===== src/rtl/life_gen_scheduler_if.sv =====
// life_gen_scheduler_if: cell scan handshake bus between the scheduler and the cell-update engine
interface life_gen_scheduler_if #(
  parameter int X_WIDTH = 6,
  parameter int Y_WIDTH = 6
);
  logic               cell_valid;
  logic               cell_ready;
  logic [X_WIDTH-1:0] cell_x;
  logic [Y_WIDTH-1:0] cell_y;
  logic               cell_clear;
  logic               swap;
  modport master (output cell_valid, cell_x, cell_y, cell_clear, swap, input cell_ready);
  modport slave  (input cell_valid, cell_x, cell_y, cell_clear, swap, output cell_ready);
endinterface


===== src/rtl/life_gen_scheduler.sv =====
// life_gen_scheduler: sequences Game of Life generations and clear passes over the grid (optional SCHED_GEN_LIMIT_EN adds a generation limit)
module life_gen_scheduler #(
  parameter int GRID_W    = 64,
  parameter int GRID_H    = 48,
  parameter int X_WIDTH   = 6,
  parameter int Y_WIDTH   = 6,
  parameter int GEN_DIV   = 1000000,
  parameter int DIV_WIDTH = 20,
  parameter int GEN_WIDTH = 16
) (
  input  logic                 clk,
  input  logic                 reset,
  input  logic                 run,
  input  logic                 step,
  input  logic                 clear_req,
  life_gen_scheduler_if.master cell_if,
`ifdef SCHED_GEN_LIMIT_EN
  input  logic [GEN_WIDTH-1:0] gen_limit,
  output logic                 limit_hit,
`endif
  output logic                 busy,
  output logic [GEN_WIDTH-1:0] generation
);
  typedef enum logic [1:0] {IDLE, SCAN, CLEAR, COMMIT} state_t;
  localparam logic [X_WIDTH-1:0]   X_LAST   = X_WIDTH'(GRID_W - 1);
  localparam logic [Y_WIDTH-1:0]   Y_LAST   = Y_WIDTH'(GRID_H - 1);
  localparam logic [DIV_WIDTH-1:0] DIV_LAST = DIV_WIDTH'(GEN_DIV - 1);
  state_t               state_q, state_d;
  logic [X_WIDTH-1:0]   x_q, x_d;
  logic [Y_WIDTH-1:0]   y_q, y_d;
  logic [DIV_WIDTH-1:0] div_q, div_d;
  logic [GEN_WIDTH-1:0] gen_q, gen_d;
  logic                 gen_pend_q, gen_pend_d;
  logic                 clr_pend_q, clr_pend_d;
  logic                 hold, term, tick, gen_req, clr_req, valid, xfer, x_end, last;
`ifdef SCHED_GEN_LIMIT_EN
  assign limit_hit = gen_limit != '0 && gen_q == gen_limit;
  assign hold      = limit_hit;
`else
  assign hold      = 1'b0;
`endif
  assign term    = run && div_q == DIV_LAST;
  assign tick    = term && !hold;
  assign div_d   = run && !term ? div_q + 1'b1 : '0;
  assign gen_req = gen_pend_q | tick | step;
  assign clr_req = clr_pend_q | clear_req;
  assign valid   = state_q == SCAN || state_q == CLEAR;
  assign xfer    = valid && cell_if.cell_ready;
  assign x_end   = x_q == X_LAST;
  assign last    = x_end && y_q == Y_LAST;
  assign cell_if.cell_valid = valid;
  assign cell_if.cell_x     = x_q;
  assign cell_if.cell_y     = y_q;
  assign cell_if.cell_clear = state_q == CLEAR;
  assign cell_if.swap       = state_q == COMMIT;
  assign busy               = state_q != IDLE;
  assign generation         = gen_q;
  // next state: request capture, scan counter advance and generation bookkeeping
  always_comb begin
    state_d    = state_q;
    x_d        = x_q;
    y_d        = y_q;
    gen_d      = gen_q;
    gen_pend_d = gen_req;
    clr_pend_d = clr_req;
    case (state_q)
      IDLE: begin
        if (clr_req) begin
          state_d    = CLEAR;
          clr_pend_d = 1'b0;
        end else if (gen_req) begin
          state_d    = SCAN;
          gen_pend_d = 1'b0;
        end
      end
      SCAN, CLEAR: begin
        if (xfer) begin
          x_d = x_end ? '0 : x_q + 1'b1;
          y_d = last ? '0 : x_end ? y_q + 1'b1 : y_q;
          if (last) begin
            state_d = state_q == SCAN ? COMMIT : IDLE;
            gen_d   = state_q == SCAN ? gen_q : '0;
          end
        end
      end
      COMMIT: begin
        state_d = IDLE;
        gen_d   = gen_q + 1'b1;
      end
      default: state_d = IDLE;
    endcase
  end
  // state register with synchronous reset that aborts any scan and drops pending requests
  always_ff @(posedge clk) begin
    if (reset) begin
      state_q    <= IDLE;
      x_q        <= '0;
      y_q        <= '0;
      div_q      <= '0;
      gen_q      <= '0;
      gen_pend_q <= 1'b0;
      clr_pend_q <= 1'b0;
    end else begin
      state_q    <= state_d;
      x_q        <= x_d;
      y_q        <= y_d;
      div_q      <= div_d;
      gen_q      <= gen_d;
      gen_pend_q <= gen_pend_d;
      clr_pend_q <= clr_pend_d;
    end
  end
endmodule


===== src/flat_wrapper.sv =====
// flat-port wrapper written by rule: the top's interface ports become plain ports
module life_gen_scheduler_flat 
#(
  parameter int GRID_W    = 64,
  parameter int GRID_H    = 48,
  parameter int X_WIDTH   = 6,
  parameter int Y_WIDTH   = 6,
  parameter int GEN_DIV   = 1000000,
  parameter int DIV_WIDTH = 20,
  parameter int GEN_WIDTH = 16
)
  (clk, reset, run, step, clear_req, busy, generation, cell_if_cell_valid, cell_if_cell_x, cell_if_cell_y, cell_if_cell_clear, cell_if_swap, cell_if_cell_ready);
  life_gen_scheduler_if #(.X_WIDTH(X_WIDTH), .Y_WIDTH(Y_WIDTH)) cell_if_i ();
  input  logic clk;
  input  logic reset;
  input  logic run;
  input  logic step;
  input  logic clear_req;
  output logic busy;
  output logic [GEN_WIDTH-1:0] generation;
  output wire logic [$bits(cell_if_i.cell_valid)-1:0] cell_if_cell_valid;
  output wire logic [$bits(cell_if_i.cell_x)-1:0] cell_if_cell_x;
  output wire logic [$bits(cell_if_i.cell_y)-1:0] cell_if_cell_y;
  output wire logic [$bits(cell_if_i.cell_clear)-1:0] cell_if_cell_clear;
  output wire logic [$bits(cell_if_i.swap)-1:0] cell_if_swap;
  input wire logic [$bits(cell_if_i.cell_ready)-1:0] cell_if_cell_ready;
  assign cell_if_cell_valid = cell_if_i.cell_valid;
  assign cell_if_cell_x = cell_if_i.cell_x;
  assign cell_if_cell_y = cell_if_i.cell_y;
  assign cell_if_cell_clear = cell_if_i.cell_clear;
  assign cell_if_swap = cell_if_i.swap;
  assign cell_if_i.cell_ready = cell_if_cell_ready;
  life_gen_scheduler #(.GRID_W(GRID_W), .GRID_H(GRID_H), .X_WIDTH(X_WIDTH), .Y_WIDTH(Y_WIDTH), .GEN_DIV(GEN_DIV), .DIV_WIDTH(DIV_WIDTH), .GEN_WIDTH(GEN_WIDTH)) u_core (.clk(clk), .reset(reset), .run(run), .step(step), .clear_req(clear_req), .cell_if(cell_if_i), .busy(busy), .generation(generation));
endmodule

===== config.mk =====
export PLATFORM = sky130hd
export DESIGN_NAME = life_gen_scheduler_flat
export DESIGN_NICKNAME = d
export VERILOG_FILES = /design/src/rtl/life_gen_scheduler_if.sv /design/src/rtl/life_gen_scheduler.sv /design/src/flat_wrapper.sv
export SDC_FILE = /design/constraint.sdc
export NUM_CORES = 1
export LEC_CHECK = 0
export ABC_CLOCK_PERIOD_IN_PS = 6500
export CORE_MARGIN = 4
export CORE_UTILIZATION = 55
export DETAILED_ROUTE_END_ITERATION = 12
export PLACE_DENSITY = 0.82
export SYNTH_ARGS = -nofsm -noshare
export SYNTH_HDL_FRONTEND = slang
export SYNTH_SLANG_ARGS = --single-unit

===== constraint.sdc =====
create_clock -name clk -period 6.5 [get_ports clk]
set_clock_uncertainty 0.1 [all_clocks]
set_input_delay 1.3 -clock clk [delete_from_list [all_inputs] [get_ports clk]]
set_output_delay 1.3 -clock clk [all_outputs]
set_load 0.02 [all_outputs]

# Word level (Yosys, flattened, before mapping)

Index checks and enable logic that the tools add are counted.

Register bits after elaboration: 52
Input port bits: 6
Output and inout bits: 32
Word-level logic and storage cells: 57

Add/subtract/negate cells: 4
Equal/unequal tests: 10
Mux-type cells: 15
Bitwise logic cells: 4
Reduce and logical (&&, ||, !) cells: 17

Operators by type and width:

| cell                                                            | number |
|---|---|
| 16-bit two-way mux                                              | 3 |
| 16-bit case mux with 2 select lines                             | 1 |
| 20-bit by 1-bit adder with 20-bit output, second input constant | 1 |
| 20-bit == test, second input constant                           | 1 |
| 6-bit two-way mux                                               | 3 |
| 16-bit by 1-bit adder with 16-bit output, second input constant | 1 |
| 6-bit by 1-bit adder with 6-bit output, second input constant   | 2 |
| 6-bit == test, second input constant                            | 2 |
| 2-bit two-way mux                                               | 5 |
| 2-bit case mux with 3 select lines                              | 1 |
| 3-bit AND reduction                                             | 2 |
| 2-bit nonzero test                                              | 3 |
| 2-bit OR reduction                                              | 3 |
| 2-bit == test, second input constant                            | 2 |
| 1-bit logical AND                                               | 4 |
| 2-bit by 1-bit != test with 1-bit output, second input constant | 2 |
| 4-bit AND reduction                                             | 1 |
| 3-bit by 1-bit != test with 1-bit output, second input constant | 1 |
| 1-bit bitwise OR                                                | 3 |
| 2-bit by 1-bit == test with 1-bit output, second input constant | 1 |
| 2-bit zero test                                                 | 1 |
| 1-bit two-way mux                                               | 2 |
| 2-bit != test, second input constant                            | 1 |
| 2-bit AND reduction                                             | 1 |
| other kinds (3)                                                 | 3 |

# Depth between registers and ports, before layout

Depth after elaboration: 7
Depth in mapped cells: 7
Mapped depth without buffers: 7

# Worst setup path after synthesis

No wires, ideal clock.

Path type: input to register
From: input port cell_if_cell_ready
To: register u_core.gen_q[14] (netlist: u_core.generation[14])
Library setup time: 0.070 ns
Data arrival time: 2.549 ns
Path slack: 3.780 ns
Stages: 5
Path buffers: 0
Cell sequence: nand3b_1 -> o41ai_4 -> nand3_2 -> or4b_1 -> a21oi_1

Longest elaborated chain between the ends: 3

Ends and longest elaborated chain:

| item                                                      | RTL line                  | source |
|---|---|---|
| start, declared                                           | flat_wrapper.sv:26        | `input wire logic [$bits(cell_if_i.cell_ready)-1:0] cell_if_cell_ready;` |
| 1-bit logical AND                                         | life_gen_scheduler.sv:48  | `assign xfer = valid && cell_if.cell_ready;` |
| 2-bit by 1-bit != test with 1-bit output (no source line) | -                         |  |
| 4-bit AND reduction (no source line)                      | -                         |  |
| end signal, assigned                                      | life_gen_scheduler.sv:108 | `gen_q <= gen_d;` |
| end, declared                                             | life_gen_scheduler.sv:32  | `logic [GEN_WIDTH-1:0] gen_q, gen_d;` |

Every way passes these cells.
A chain may end at the register's enable or synchronous reset.

# Final worst setup path

From: register u_core.state_q[1]
To: output port cell_if_cell_valid

Longest elaborated chain between the ends: 2
Elaborated cells on any way between the ends: 3
Those cells by class: eq/ne (2); reduce/logical (1)

Ends and longest elaborated chain:

| item                                                                             | RTL line                  | source |
|---|---|---|
| start, declared                                                                  | life_gen_scheduler.sv:28  | `state_t state_q, state_d;` |
| start signal, assigned                                                           | life_gen_scheduler.sv:104 | `state_q <= state_d;` |
| 2-bit by 1-bit == test with 1-bit output / 2-bit == test (equally long branches) | life_gen_scheduler.sv:47  | `assign valid = state_q == SCAN \|\| state_q == CLEAR;` |
| 1-bit logical OR (*)                                                             | life_gen_scheduler.sv:47  |  |
| end, declared                                                                    | flat_wrapper.sv:21        | `output wire logic [$bits(cell_if_i.cell_valid)-1:0] cell_if_cell_valid;` |

Mark *: on every way between the ends. The rest lies on a longest branch, timed or not.

==> results.md <==
Placement:
- The congestion estimate from routability-driven global placement came to 0.832.
- Once detailed placement completed, the half-perimeter wirelength came to 3940 um.
- After detailed placement, the total cell area comes to 2960 um2.
- The number of input and output port buffers inserted is 37.

CTS:
- The clock drives 52 sinks.
- The cell sitting at the root of the clock tree is a sky130_fd_sc_hd__clkbuf_8.
- Counting the buffers created by CTS gives 5.
- In this run the number of H-tree levels came out at 2.
- Clock-pin slew was measured on the worst setup and hold paths at 100 ps.
- The later pin in the worst-skew pair is clocked with a latency of 310 ps.
- Post-CTS repair changed the size of 0 cells.
- Buffers added to address setup during post-CTS repair amount to 0.
- The maximum buffer depth of the clock tree is 2.
- The TritonCTS clock tree is yes.
- For this design, the CTS-stage hold fixing added 0 buffers.

Pwr:
- Power spread over the standard cell area amounts to 260 nW/um2.
- The leakage power of the design is 1.01 nW.
- The maximum resistive drop on vdd is 0.140 mV.

Timing:
- The highest achievable clock rate is 301 MHz.
- Setup total negative slack on the finished layout was measured at 0 ps.
- The worst-margin pin slew is 602 ps.
- The total count of max-transition violations in the final report is 0.
- The number of failing hold endpoints at the final stage is 0.
- The worst path needs 3330 ps of the cycle, external delays included.
- Setup violations remaining at the end of the flow were counted as 0.
- Setup repair after global routing left no endpoint under its margin.
- The share of the clock period used by the worst path after layout is 51.2%.
- The worst slew margin relative to its limit is 59.7%.

Global routing:
- The maximum number of pins on one net before global-route repair is 33.
- The overall global routing resource usage is 18.7%.
- The number of global-route vias before repair came to 2110.
- The total overflow reported by the global router is 0.
- The number of antenna violations at the first check in global routing came to 0.
- The first global-routing pass estimated 9290 um of wire.

Logic synthesis:
- In the synthesized netlist, the cells that appear most often are 52 x sky130_fd_sc_hd__dfxtp_1, 44 x sky130_fd_sc_hd__nor2_1, 24 x sky130_fd_sc_hd__nand2_1.
- The synthesis-stage register bit count is 52.
- The fraction of the yosys area taken by sequential cells is 40.9%.
- The synthesized area is 2540 um2.
- The share of Yosys cell area claimed by the top area cell type is 40.9%.
- The async set-reset flop share out of synthesis is 0%.
- Among all flip-flop cells after synthesis, the most frequent one is sky130_fd_sc_hd__dfxtp_1.
- The cell with the most instances after synthesis is sky130_fd_sc_hd__dfxtp_1.
- In the post-synthesis netlist, the biggest area contributors are sky130_fd_sc_hd__dfxtp_1 41%, sky130_fd_sc_hd__nor2_1 6.5%, sky130_fd_sc_hd__xnor2_1 4.8%, sky130_fd_sc_hd__a21oi_1 4.3%, sky130_fd_sc_hd__xor2_1 4.1%.
- Synthesis produced 304 cells.
- Yosys printed 0 warnings.
- The biggest area contributor in the post-synthesis netlist is sky130_fd_sc_hd__dfxtp_1.
- The count of different cell masters after synthesis is 39.
- The synthesized area per cell is 8.37 um2.
- The number of enable-type register cells in the synthesized netlist is 0.
- The post-synth net total is 318.

Critical path:
- The critical path start-end classification is reg2out.
- The startpoint type of the worst setup path is a register.
- At the worst endpoint, the required time is 5100 ps.
- The cell family contributing the most delay on the critical path is buffers and inverters.
- In this design, the stage delay of the slowest critical-path cell is 660 ps.
- The critical-path maximum fanout is 7.
- The combined buffer and inverter count along the critical path is 2.
- The largest individual stage delay along the critical path comes from the cell sky130_fd_sc_hd__clkdlybuf4s50_1.
- For the worst setup path, the data arrival time is 1930 ps.
- The sort of element at the end of the critical path is a primary output.
- The critical path goes through inv_1 -> ha_1 -> clkdlybuf4s50_1.

Route:
- After detailed routing, the number of vias per cell comes to 5.75.
- The initial detailed-routing violation count is 122.
- Detailed routing inserted a total of 2273 vias.
- After detailed routing, the total wire length is 5410 um.
- The post-detailed-route DRC marker count is 0.
- The average wire length per cell after detail routing is 13.7 um.
- The first TritonRoute pass finished after 4 iterations.
- Once detail routing completed, the nets flagged for antenna violations numbered 0.

Floorplan:
- For this configuration, the core starts out at a cell density of 57.6%.
- The x dimension of the die is 76.0 um.
- The I/O pin total is 38.
- The number of standard-cell rows in the floorplan is 24.
- In this run the standard cell core region covers 4410 um2.
- The die is 76.0 um tall.
- The die covers 5780 um2.

Run:
- Max-cap violations in this run came to 0.

Layout:
- The number of inserted filler cells in the final layout is 358.
- From synthesis to final layout, the design area changed by 21.0%.
- The final-stage net count is 356.
- Cells with a size suffix above 1 make up 4.66% of the layout.
- The number of antenna repair diodes is 0.
- With fillers left out, the area of the finished cells amounts to 3080 um2.

Status:
- The run finished with clean final reports.

Worst hold path:
- The tightest min-delay check is of the reg2reg type.
area by class of cell:
class | count | area [um2] | area share (%)
clock buffer | 5 | 68.8 | 2.24
tap | 52 | 65.1 | 2.11
sequential | 52 | 1040 | 33.8
timing repair buffer | 39 | 385 | 12.5
inverter | 6 | 22.5 | 0.732
multi-input combinational | 238 | 1450 | 47.1
clock inverter | 3 | 46.3 | 1.50
stage by stage:
stage	std cells	power [mW]	hold WS, ps	utilization [%]	worst slack [ps]
2_1_floorplan	304	0.509	330	-	3780
3_3_place_gp	387	0.573	347	67.1	3110
3_5_place_dp	387	0.579	363	67.1	3040
4_1_cts	395	0.806	388	69.7	3170
5_1_grt	395	0.841	423	69.7	3070
6_report	395	0.800	383	69.7	3170
worst paths after layout:
path | startpoint | endpoint | slack (ps) | depth (start not counted)
worst min register to register | u_core.div_q[0] | u_core.div_q[0] | 380 | 1
worst max register to register | u_core.state_q[1] | u_core.cell_if.cell_y[4] | 3970 | 7
worst min-delay path | u_core.div_q[0] | u_core.div_q[0] | 380 | 1
worst max-delay path | u_core.state_q[1] | cell_if_cell_valid | 3170 | 3
sequential cells by signal, summed over array words and instances (netlist names):
signal,cells
u_core.cell_if.cell_y,6
u_core.clr_pend_q,1
u_core.state_q,2
u_core.cell_if.cell_x,6
u_core.gen_pend_q,1
u_core.generation,16
u_core.div_q,20
per-layer routing:
metal | track usage, % | routed length, um
met1 | 23.9 | 2570
met4 | 6.58 | 71
met3 | 4.61 | 208
met5 | 0 | 0
met2 | 30.6 | 2560
where the power goes:
group | internal [mW] | switching, mW | leakage (nW)
Combinational | 0.0877 | 0.138 | 0.540
Clock | 0.116 | 0.113 | 0.0548
Sequential | 0.331 | 0.0134 | 0.420
Total | 0.535 | 0.265 | 1.01
logic make-up (layout without fill, tap and decap cells):
group	Yosys count	count (layout)	synth area share, %
simple gates	155	155	32.3
flops	52	52	40.9
compound gates	49	49	11.8
xor+xnor	26	26	8.95
buf+inv	14	53	2.16
fa+ha+maj	8	8	3.94
cell usage in the layout (no fill, tap or decap), types with 2 or more instances in the layout:
master                            count
sky130_fd_sc_hd__dfxtp_1             52
sky130_fd_sc_hd__nor2_1              44
sky130_fd_sc_hd__clkdlybuf4s50_1     37
sky130_fd_sc_hd__nand2_1             24
sky130_fd_sc_hd__a21oi_1             22
sky130_fd_sc_hd__nand3_1             17
sky130_fd_sc_hd__o21ai_0             17
sky130_fd_sc_hd__xnor2_1             14
sky130_fd_sc_hd__nor3_1              13
sky130_fd_sc_hd__xor2_1              12
sky130_fd_sc_hd__nand4_1             10
sky130_fd_sc_hd__ha_1                 8
sky130_fd_sc_hd__nand3b_1             7
sky130_fd_sc_hd__or3_1                7
sky130_fd_sc_hd__inv_1                5
sky130_fd_sc_hd__and3_1               5
sky130_fd_sc_hd__clkbuf_8             5
sky130_fd_sc_hd__or4_1                4
sky130_fd_sc_hd__and4_1               4
sky130_fd_sc_hd__and2_1               4
sky130_fd_sc_hd__nand4b_1             3
sky130_fd_sc_hd__nor4_1               3
sky130_fd_sc_hd__a31oi_1              3
sky130_fd_sc_hd__or4b_1               2
sky130_fd_sc_hd__nor2b_1              2
sky130_fd_sc_hd__nand2b_1             2
sky130_fd_sc_hd__buf_4                2
No activity file was read; power rests on OpenSTA's default activity.
